### src/rtl/pwm_pkg.sv
// ============================================================================
// Module   : pwm_pkg
// Desc     : Shared types and period constants for the 8-bit PWM datapath.
// Revision : 1.0
// ============================================================================
`default_nettype none

package pwm_pkg;

   typedef enum logic [1:0] {
      IDLE    = 2'd0,
      RAMP_UP = 2'd1,
      RAMP_DN = 2'd2,
      KILL    = 2'd3
   } ramp_state_t;

   localparam logic [7:0] PWM_PER_LAST = 8'hFF;
   localparam logic [7:0] UPD_SLOT     = 8'hFE;

   function automatic logic [7:0] clamp8(input logic [7:0] v,
                                         input logic [7:0] lo,
                                         input logic [7:0] hi);
      logic [7:0] r;
      r = v;
      if (v < lo) r = lo;
      if (v > hi) r = hi;
      return r;
   endfunction

endpackage

`default_nettype wire

### src/rtl/period_sync8.sv
// ============================================================================
// Module   : period_sync8
// Desc     : Free-running period counter and ramp-rate divider.
// Revision : 1.0
// ============================================================================
`default_nettype none

module period_sync8
   import pwm_pkg::*;
#(
   parameter int unsigned PER_DIV = 4
) (
   input  logic clk,
   input  logic rst_n,
   input  logic div_clr_i,
   output logic period_tick_o,
   output logic step_en_o
);

   localparam logic [7:0] DIV_LAST = 8'(PER_DIV - 1);

   logic [7:0] cnt_q;
   logic [7:0] cnt_d;
   logic [7:0] div_q;
   logic [7:0] div_d;
   logic       tick;

   assign tick          = (cnt_q == UPD_SLOT);
   assign period_tick_o = tick;
   assign step_en_o     = tick && (div_q == DIV_LAST);
   assign cnt_d         = cnt_q + 8'd1;

   always_comb begin
      div_d = div_q;
      if (div_clr_i) begin
         div_d = 8'd0;
      end else if (tick) begin
         div_d = (div_q == DIV_LAST) ? 8'd0 : div_q + 8'd1;
      end
   end

   always_ff @(posedge clk or negedge rst_n) begin
      if (!rst_n) begin
         cnt_q <= 8'd0;
         div_q <= 8'd0;
      end else begin
         cnt_q <= cnt_d;
         div_q <= div_d;
      end
   end

endmodule

`default_nettype wire

### src/rtl/duty_ramp8.sv
// ============================================================================
// Module   : duty_ramp8
// Desc     : Slew-limited duty feeder for the 8-bit PWM with latched kill.
// Revision : 1.0
// ============================================================================
`default_nettype none

module duty_ramp8
   import pwm_pkg::*;
#(
   parameter logic [7:0]  STEP     = 8'd1,
   parameter int unsigned PER_DIV  = 4,
   parameter logic [7:0]  DUTY_MIN = 8'h00,
   parameter logic [7:0]  DUTY_MAX = 8'hF0
) (
   input  logic       clk,
   input  logic       rst_n,
   input  logic [7:0] tgt_duty,
   input  logic       tgt_vld,
   output logic       tgt_rdy,
   input  logic       kill,
   input  logic       kill_clr,
   output logic [7:0] duty,
   output logic       at_target,
   output logic       ramping,
   output logic       period_tick
);

   ramp_state_t state_q;
   ramp_state_t state_d;
   logic [7:0]  duty_q;
   logic [7:0]  duty_d;
   logic [7:0]  target_q;
   logic [7:0]  target_d;
   logic        step_en;
   logic        xfer;
   logic [8:0]  gap_up;
   logic [8:0]  gap_dn;
   logic [8:0]  step9;

   period_sync8 #(
      .PER_DIV (PER_DIV)
   ) u_sync (
      .clk           (clk),
      .rst_n         (rst_n),
      .div_clr_i     (kill),
      .period_tick_o (period_tick),
      .step_en_o     (step_en)
   );

   assign tgt_rdy   = (state_q != KILL);
   assign xfer      = tgt_vld && tgt_rdy;
   assign gap_up    = {1'b0, target_q} - {1'b0, duty_q};
   assign gap_dn    = {1'b0, duty_q} - {1'b0, target_q};
   assign step9     = {1'b0, STEP};
   assign duty      = duty_q;
   assign at_target = (duty_q == target_q) && (state_q != KILL);
   assign ramping   = (state_q == RAMP_UP) || (state_q == RAMP_DN);

   always_comb begin
      state_d  = state_q;
      duty_d   = duty_q;
      target_d = target_q;
      if (kill) begin
         state_d  = KILL;
         duty_d   = 8'd0;
         target_d = 8'd0;
      end else if (state_q == KILL) begin
         if (kill_clr) state_d = IDLE;
      end else begin
         if (xfer) target_d = clamp8(tgt_duty, DUTY_MIN, DUTY_MAX);

         if (target_q > duty_q)      state_d = RAMP_UP;
         else if (target_q < duty_q) state_d = RAMP_DN;
         else                        state_d = IDLE;

         // Direction comes from the registered state, so guard against a
         // target that crossed duty one clk before the state caught up.
         if (step_en) begin
            if ((state_q == RAMP_UP) && (target_q > duty_q)) begin
               duty_d = (gap_up <= step9) ? target_q : duty_q + STEP;
            end else if ((state_q == RAMP_DN) && (target_q < duty_q)) begin
               duty_d = (gap_dn <= step9) ? target_q : duty_q - STEP;
            end
         end
      end
   end

   always_ff @(posedge clk or negedge rst_n) begin
      if (!rst_n) begin
         state_q  <= IDLE;
         duty_q   <= 8'd0;
         target_q <= 8'd0;
      end else begin
         state_q  <= state_d;
         duty_q   <= duty_d;
         target_q <= target_d;
      end
   end

endmodule

`default_nettype wire
### config.mk
export PLATFORM = sky130hd
export DESIGN_NAME = duty_ramp8
export DESIGN_NICKNAME = d
export VERILOG_FILES = /design/src/rtl/pwm_pkg.sv /design/src/rtl/period_sync8.sv /design/src/rtl/duty_ramp8.sv
export SDC_FILE = /design/constraint.sdc
export NUM_CORES = 1
export LEC_CHECK = 0
export CAP_MARGIN = 5
export CORE_UTILIZATION = 40
export CTS_CLUSTER_DIAMETER = 40
export CTS_CLUSTER_SIZE = 20
export DETAILED_ROUTE_END_ITERATION = 10
export GPL_TIMING_DRIVEN = 1
export HOLD_SLACK_MARGIN = 0.12
export SYNTH_ARGS = -nofsm -noshare
export SYNTH_HDL_FRONTEND = slang
export SYNTH_SLANG_ARGS = --single-unit
### constraint.sdc
create_clock -name clk -period 3.8 [get_ports clk]
set_input_delay 0.57 -clock clk [delete_from_list [all_inputs] [get_ports clk]]
set_output_delay 0.57 -clock clk [all_outputs]
set_load 0.02 [all_outputs]
==> qor.csv, run 1 <==
metric;value;unit
hold_ws;0.4673;ns
antenna_left;0;
clockRootBuffer;clkbuf_8;
period_minus_slack;3.471;ns
wirelength;7.177;mm
power;2546;µW
grtUsageTotal;20.20;%
slew_headroom;49.53;%
required;3.98;ns
path_max_fanout;11;
hold_buffers;0;
fin_crit_sh;91.33;%
synth_edf_count;0;
drt-pass1-iter-count;5;
cp-start-kind;flop;
drv_cap;0;
worstSetupPathType;flop to flop;
grt_pass1_vias;2344;
drcViolationCount;0;
core_area;6907;µm²
tns;0;ns
vias;2618;
ios;25;
drt_first_iter_violations;246;
syn_inst;327;
worstReg2RegEnd;duty[1];
max_freq;0.2881;GHz
hp-class;flop to flop;
reg2regPathDepth;10;
yosysUniqueCellTypes;65;
min_from;u_sync.cnt_q[7];
p_leak;0.001470;µW
cts.clk_slew.worst_paths;0.08;ns
final_hold_viol_count;0;
port_buffers;24;
post_cts_buffers;0;
seq_area;850.8;µm²
yosys_most_used_dff;dfrtp_1;
cts_resized;0;
cts_tree;built;
initial_core_util;41.94;%
grt_max_degree;35;
finClkSkew;0.01032;ns
overflow;0;
clock_sinks;34;
cts.htree.levels;2;
status;complete, no violations;
worstPathArrival;3.65;ns
grt_pass1_wl;11.99;mm
syn_area;2897;µm²
path_cells;inv_1 > ha_1 > nand4_1 > a211o_1 > nand3_1 > nand3_1 > a21oi_1 > nor2b_1 > a211oi_1 > a221o_1;
drv_slew;0;
fp.dieArea;7586;µm²
antennaDiodeCount;0;
worst_path_largest_cell_delay;0.65;ns
wl_per_cell;15.95;µm
crit_top_cell;nand3_1;
multi_input_area;1861;µm²
antenna_found_initial;0;
cp_slowest_cell;a21oi_1;
syn-num-nets;366;
timing.critical_path.buf_inv;1;
final_cell_mix;34 x dfrtp_1, 31 x inv_1, 24 x nand2_1, 24 x ha_1, 24 x clkdlybuf4s50_1;
die_h;87.10;µm
synth.avg_cell_area;8.858;µm²
critPathTopFamily;compound AO/OA/AOI/OAI gates;
fillCellCount;693;
p_per_area;757.0;nW/µm²
layout_setup_ws;0.3295;ns
design_area;3363;µm²
fin_nets;392;
row_count;30;
area_growth;16.11;%
reg2reg_setup_slack;0.33;ns
die_width;87.10;µm
synth-seq-area-share;29.37;%
cts_max_path_buffers;2;
routed_via_density;5.818;
hold_path_end;u_sync.cnt_q[7];
endpoint_kind;flop;
max-vdd-ir-drop;0.3614;mV
gpl.final_weighted_congestion;0.9363;
async_flop_share;100.0;%
rsz0062_at_grt;no;
hold_depth;1;
drive_above_1_share;8.475;%
timing.rr.start;duty[3];
dp_hpwl;5.409;mm
yosysWarnings;0;
worstMarginPinSlew;0.7571;ns
pre_cts_slack;0.4207;ns
cts_inserted_buffers;5;
setup_viol;0;
final_common_cell;dfrtp_1;
insertion_delay;0.29;ns
place_area;3226;µm²
ys_ff_latch;34;
-- metal layers --
layer	vias up	track usage [%]	part of all wire, %
li1	1255	-	-
met1	1233	30.45	49
met2	118	30.28	42
met3	12	3.318	7.9
met4	0	4.322	1.6
met5	-	0	0
-- logic make-up (layout without fill, tap and decap cells) --
logic type	count (synthesis)	after routing	synth area share, %
compound gates	89	89	22.98
buf+inv	41	68	6.393
fa+ha+maj	26	26	11.75
flops	34	34	29.37
simple gates	114	114	21.94
mux	9	9	3.326
xor+xnor	14	14	4.233
-- synth_stat cells, drive strengths merged (7+ instances only) --
cell | count | area (µm²)
nand2 | 24 | 90.09
mux2i | 7 | 70.07
nand3 | 17 | 85.08
a31oi | 7 | 50.05
ha | 24 | 300.3
and3 | 7 | 45.05
nor2 | 22 | 85.09
xnor2 | 9 | 78.83
o21ai | 19 | 95.09
a21oi | 14 | 70.07
dfrtp | 34 | 850.8
inv | 31 | 116.4
-- worst max-delay path by stage --
stage / slack [ns] / cells past startpoint / start / end
4_1_cts: 0.42 / 10 / duty[3] / duty[1]
3_5_place_dp: 0.42 / 10 / duty[3] / duty[1]
6_report: 0.33 / 10 / duty[3] / duty[1]
5_1_grt: 0.03 / 10 / duty[3] / duty[1]
2_1_floorplan: 0.78 / 11 / duty[0] / duty[6]
3_3_place_gp: 0.37 / 10 / duty[4] / duty[1]
-- worst register-to-register path: cells and delay by family (launching register included) --
family / cells / cell delay, ns
simple gates: 4 / 0.80
compound gates: 4 / 1.37
buf+inv: 1 / 0.14
fa+ha+maj: 1 / 0.51
flops: 1 / 0.56
-- registers in the layout, summed over array words and instances, names as in the netlist --
| signal | cells |
|---|---|
| u_sync.div_q | 8 |
| state_q | 2 |
| u_sync.cnt_q | 8 |
| target_q | 8 |
| duty | 8 |
-- report_power, final --
| group | total, µW | internal, µW | switching, µW |
|---|---|---|---|
| clock | 411 | 263 | 148 |
| combinational | 1630 | 697 | 938 |
| sequential | 500 | 412 | 87.9 |
-- final cells by class --
| cell class | count | area share [%] |
|---|---|---|
| clock buffers | 5 | 2.046 |
| clock inverters | 3 | 2.046 |
| inverters | 31 | 3.460 |
| multi-input cells | 252 | 55.32 |
| flip-flops and latches | 34 | 25.30 |
| well taps | 96 | 3.571 |
| repair buffers | 29 | 8.259 |
-- per-stage QoR --
stage	utilization, %	instances
floorplan	-	327
global placement	46.70	442
finish	48.70	450
CTS	48.70	450
detailed placement	46.70	442
global route	48.70	450
Power figures use the tool's default switching activity.
==> inputs of run 2 (changes only) <==
--- a/config.mk
+++ b/config.mk
@@ -12,6 +12,8 @@
 export DETAILED_ROUTE_END_ITERATION = 10
 export GPL_TIMING_DRIVEN = 1
 export HOLD_SLACK_MARGIN = 0.12
+export MAX_ROUTING_LAYER = met4
+export RECOVER_POWER = 100
 export SYNTH_ARGS = -nofsm -noshare
 export SYNTH_HDL_FRONTEND = slang
 export SYNTH_SLANG_ARGS = --single-unit
==> constraint.sdc (replaced) <==
create_clock -name clk -period 3.8 [get_ports clk]
set_input_delay 0.38 -clock clk [delete_from_list [all_inputs] [get_ports clk]]
set_output_delay 0.38 -clock clk [all_outputs]
set_load 0.02 [all_outputs]
==> run 2 against run 1 <==
Net effect: the flow now finishes with violations (capacitance limit, slew limit); first-iteration DRC count is 11% higher; final area hardly changed; sequential cell count unchanged.
==> qor.csv, run 2 (same netlist as run 1, synthesis figures left out) <==
metric;value;unit;change
final_cell_mix;34 x dfrtp_1, 31 x inv_1, 24 x nand2_1, 24 x ha_1, 21 x nor2_1;;was 34 x dfrtp_1, 31 x inv_1, 24 x nand2_1, 24 x ha_1, 24 x clkdlybuf4s50_1
fp.dieArea;7586;µm²;unchanged
p_int;1354;µW;was 1372 µW
dp_hpwl;5.439;mm;was 5.409 mm
cp-start-kind;flop;;unchanged
critPathTopFamily;compound AO/OA/AOI/OAI gates;;unchanged
cts_resized;0;;unchanged
overflow;0;;unchanged
startpoint;duty[4];;was duty[3]
rsz0062_at_grt;no;;unchanged
grt_max_degree;35;;unchanged
p_leak;0.001500;µW;was 0.001470 µW
fin_nets;393;;was 392
period_minus_slack;3.454;ns;was 3.471 ns
worstSetupPathType;flop to flop;;unchanged
vias;2608;;was 2618
die_h;87.10;µm;unchanged
initial_core_util;41.94;%;unchanged
insertion_delay;0.29;ns;about the same
area_growth;16.03;%;was 16.11%
final_hold_viol_count;0;;unchanged
cts_tree;built;;unchanged
wl_per_cell;15.82;µm;was 15.95 µm
timing.critical_path.buf_inv;1;;unchanged
drt-pass1-iter-count;5;;unchanged
p_sw;1156;µW;was 1174 µW
grtUsageTotal;20.51;%;was 20.20%
routed_via_density;5.783;;was 5.818
path_cells;inv_1 > ha_1 > nand4_1 > a211o_1 > nand3_1 > nand3_1 > a21oi_1 > nor2b_1 > a211oi_1 > a221o_1;;unchanged
fillCellCount;677;;was 693
grt_pass1_wl;11.72;mm;was 11.99 mm
wirelength;7.137;mm;was 7.177 mm
tns;0;ns;unchanged
core_area;6907;µm²;unchanged
endpoint_kind;flop;;unchanged
antennaDiodeCount;0;;unchanged
max_freq;0.2895;GHz;was 0.2881 GHz
row_count;30;;unchanged
sw_frac_of_total;46.07;%;was 46.10%
cp_slowest_cell;a21oi_1;;unchanged
max-vdd-ir-drop;0.4123;mV;was 0.3614 mV
worst_path_largest_cell_delay;0.63;ns;was 0.65 ns
final_common_cell;dfrtp_1;;unchanged
antenna_found_initial;0;;unchanged
drt_first_iter_violations;272;;was 246
path_max_fanout;11;;unchanged
worstMarginPinSlew;1.827;ns;was 0.7571 ns
crit_top_cell;nand3_1;;unchanged
grt_pass1_vias;2330;;was 2344
timing.rr.start;duty[4];;was duty[3]
drv_slew;35;;was 0
finClkSkew;0.009967;ns;was 0.01032 ns
place_area;3233;µm²;was 3226 µm²
hold_buffers;0;;unchanged
design_area;3361;µm²;was 3363 µm²
min_from;u_sync.cnt_q[5];;was u_sync.cnt_q[7]
cts_inserted_buffers;5;;unchanged
antenna_left;0;;unchanged
clock_sinks;34;;unchanged
drive_above_1_share;8.169;%;was 8.475%
combPwrFrac;64.4;%;was 64.2%
worstPathArrival;3.63;ns;was 3.65 ns
cts_max_path_buffers;2;;unchanged
slew_headroom;-21.79;%;was 49.53%
seq_area;850.8;µm²;unchanged
required;3.98;ns;about the same
setup_viol;0;;unchanged
p_seq_share;19.5;%;was 19.6%
drv_cap;1;;was 0
reg2reg_setup_slack;0.35;ns;was 0.33 ns
multi_input_area;1854;µm²;was 1861 µm²
port_buffers;24;;unchanged
fin_crit_sh;90.89;%;was 91.33%
violations;capacitance limit, slew limit;;
post_cts_buffers;0;;unchanged
drcViolationCount;0;;unchanged
hp-class;flop to flop;;unchanged
cts.htree.levels;2;;unchanged
die_width;87.10;µm;unchanged
pwr-share-clk;16.1;%;about the same
p_per_area;746.9;nW/µm²;was 757.0 nW/µm²
cts.clk_slew.worst_paths;0.08;ns;about the same
status;finished with violations;;was complete, no violations
gpl.final_weighted_congestion;0.9556;;was 0.9363
clockRootBuffer;clkbuf_8;;unchanged
ios;25;;unchanged
run 2: routing by layer:
metal | track usage [%] | wire, µm
met1 | 29.73 | 3419
met3 | 3.033 | 490
met4 | 6.259 | 119
met5 | - | 0
met2 | 29.42 | 3108
run 2: worst reg2reg max path: cells and delay by family, from the launching register on:
family / cells / cell delay, ns
buffers and inverters: 1 / 0.14
flip-flops: 1 / 0.47
adder cells (fa/ha/maj): 1 / 0.58
AO/OA/AOI/OAI: 4 / 1.35
AND/OR/NAND/NOR: 4 / 0.81
run 2: worst paths after layout:
check | end | cells after the start
min in group asynchronous | duty[6] | 2
worst max register to register | duty[1] | 10
worst max-delay path | duty[1] | 10
max in group asynchronous | state_q[0] | 2
worst min register to register | u_sync.cnt_q[5] | 1
worst min-delay path | u_sync.cnt_q[5] | 1
run 2: final cells by class:
class	instances	area share, %
Multi-Input combinational cell	252	55.18
Tap cell	96	3.574
Clock inverter	3	2.048
Timing Repair Buffer	30	8.377
Clock buffer	5	2.048
Inverter	31	3.462
Sequential cell	34	25.32
run 2: power by group through the flow:
stage | clock network (µW) | registers, µW | logic [µW]
floorplan | 0 | 517 | 1210
global placement | 0 | 496 | 1640
detailed placement | 0 | 496 | 1620
CTS | 417 | 490 | 1630
global route | 431 | 499 | 1770
finish | 405 | 488 | 1620
run 2: through the flow:
step,setup WS [ns],hold WS [ns],cells,total power (µW),util (%)
finish,0.3461,0.4696,451,2510,48.66
global route,0.02513,0.4956,451,2699,48.66
CTS,0.4145,0.4735,451,2533,48.80
detailed placement,0.4297,0.4586,443,2112,46.81
global placement,0.3579,0.4545,443,2136,46.81
floorplan,0.7796,0.08441,327,1724,-
==> inputs of run 3 (changes only) <==
==> constraint.sdc (replaced) <==
create_clock -name clk -period 3.8 [get_ports clk]
set_input_delay 0.38 -clock clk [delete_from_list [all_inputs] [get_ports clk]]
set_output_delay 0.38 -clock clk [all_outputs]
set_load 0.1 [all_outputs]
==> run 3 against run 2 <==
Net effect: the flow still finishes with violations (capacitance limit, slew limit); clock-buffer cell count unchanged; global-route usage up 1.1 points; non-clock buffer count up 1; sequential cell count unchanged; first-iteration DRC count down 5.9%; highest routed layer unchanged; sequential share of layout area unchanged; combinational power up 19%; maximum frequency down 0.95%.
==> qor.csv, run 3 (same netlist as run 1, synthesis figures left out) <==
metric;value;unit;change
p_leak;0.001496;µW;was 0.001500 µW
cts_inserted_buffers;5;;unchanged
cts_resized;0;;unchanged
die_h;87.10;µm;unchanged
antennaDiodeCount;0;;unchanged
worstPathArrival;3.67;ns;was 3.63 ns
utilization;48.66;%;unchanged
reg2reg_setup_slack;0.31;ns;was 0.35 ns
worstReg2RegEnd;duty[6];;was duty[1]
required;3.98;ns;about the same
max_freq;0.2868;GHz;was 0.2895 GHz
routed_via_density;5.805;;was 5.783
fin_nets;394;;was 393
grtUsageTotal;21.60;%;was 20.51%
insertion_delay;0.29;ns;about the same
tns;0;ns;unchanged
setup_viol;0;;unchanged
ios;25;;unchanged
layout_setup_ws;0.3130;ns;was 0.3461 ns
grt_max_degree;35;;unchanged
rsz0062_at_grt;no;;unchanged
final_hold_viol_count;0;;unchanged
grt_pass1_vias;2501;;was 2330
path_max_fanout;11;;unchanged
area_growth;16.03;%;unchanged
status;finished with violations;;unchanged
drt-pass1-iter-count;5;;unchanged
p_per_area;840.2;nW/µm²;was 746.9 nW/µm²
initial_core_util;41.94;%;unchanged
row_count;30;;unchanged
critPathTopFamily;compound AO/OA/AOI/OAI gates;;unchanged
violations;capacitance limit, slew limit;;unchanged
drt_first_iter_violations;256;;was 272
hold_path_end;u_sync.cnt_q[7];;was u_sync.cnt_q[5]
worst_path_largest_cell_delay;0.73;ns;was 0.63 ns
wirelength;7.126;mm;was 7.137 mm
cts.clk_slew.worst_paths;0.08;ns;about the same
post_cts_buffers;0;;unchanged
worstSetupPathType;flop to flop;;unchanged
drive_above_1_share;8.989;%;was 8.169%
hold_depth;1;;unchanged
port_buffers;24;;unchanged
worstMarginPinSlew;1.842;ns;was 1.827 ns
finClkSkew;0.007838;ns;was 0.009967 ns
final_cell_mix;34 x dfrtp_1, 31 x inv_1, 24 x nand2_1, 24 x ha_1, 20 x nor2_1;;was 34 x dfrtp_1, 31 x inv_1, 24 x nand2_1, 24 x ha_1, 21 x nor2_1
min_from;u_sync.cnt_q[7];;was u_sync.cnt_q[5]
cp-start-kind;flop;;unchanged
pre_cts_slack;0.3902;ns;was 0.4297 ns
vias;2624;;was 2608
overflow;0;;unchanged
timing.critical_path.buf_inv;1;;unchanged
hold_ws;0.4697;ns;was 0.4696 ns
endpoint_kind;flop;;unchanged
antenna_left;0;;unchanged
path_cells;inv_1 > ha_1 > nand4_1 > a211o_1 > nand3_1 > nand3_1 > a21oi_1 > a31oi_1 > o221a_1 > o22a_1;;was inv_1 > ha_1 > nand4_1 > a211o_1 > nand3_1 > nand3_1 > a21oi_1 > nor2b_1 > a211oi_1 > a221o_1
antenna_found_initial;0;;unchanged
fp.dieArea;7586;µm²;unchanged
final_common_cell;dfrtp_1;;unchanged
max-vdd-ir-drop;0.4714;mV;was 0.4123 mV
cp_slowest_cell;a21oi_1;;unchanged
timing.rr.start;duty[4];;unchanged
clockRootBuffer;clkbuf_8;;unchanged
grt_pass1_wl;12.37;mm;was 11.72 mm
period_minus_slack;3.487;ns;was 3.454 ns
hold_buffers;0;;unchanged
hp-class;flop to flop;;unchanged
cts.htree.levels;2;;unchanged
drv_slew;35;;unchanged
drcViolationCount;0;;unchanged
reg2regPathDepth;10;;unchanged
slew_headroom;-22.77;%;was -21.79%
core_area;6907;µm²;unchanged
clock_sinks;34;;unchanged
cts_max_path_buffers;2;;unchanged
crit_top_cell;nand3_1;;unchanged
dp_hpwl;5.446;mm;was 5.439 mm
wl_per_cell;15.77;µm;was 15.82 µm
cts_tree;built;;unchanged
fin_crit_sh;91.76;%;was 90.89%
die_width;87.10;µm;unchanged
gpl.final_weighted_congestion;0.9283;;was 0.9556
drv_cap;1;;unchanged
## run 3: stage by stage
step | area [µm²] | total power (µW) | cells
after floorplan | 2899 | 2026 | 327
final | 3361 | 2824 | 452
after CTS | 3376 | 2842 | 452
after global placement | 3238 | 2437 | 444
after global routing | 3361 | 3013 | 452
after detailed placement | 3238 | 2417 | 444
## run 3: worst max path at each step
stage                     slack (ns)       to  startpoint  cells past startpoint
after detailed placement        0.39  duty[6]     duty[4]                     10
final                           0.31  duty[6]     duty[4]                     10
after floorplan                 0.21  duty[6]     duty[1]                     10
after global routing            0.12  duty[5]     duty[4]                     10
after global placement          0.37  duty[6]     duty[4]                     10
after CTS                       0.36  duty[6]     duty[4]                     10
## run 3: layout make-up
type	instances	area, µm²
fill	676	3546
multi-input combinational	252	1858
sequential	34	850.8
timing repair buffer	31	277.8
tap	96	120.1
inverter	31	116.4
clock buffer	5	68.82
clock inverter	3	68.82
## run 3: power by group
part	switching, µW	internal [µW]	total [µW]
Sequential	74.7	413	487
Combinational	1240	682	1920
Clock	149	263	412
Total	1470	1360	2820
## run 3: per-layer routing
layer	global-route usage [%]	share of wire, %
met2	31.71	44
met1	29.89	48
met5	-	0
met3	3.507	6.2
met4	8.197	2.3
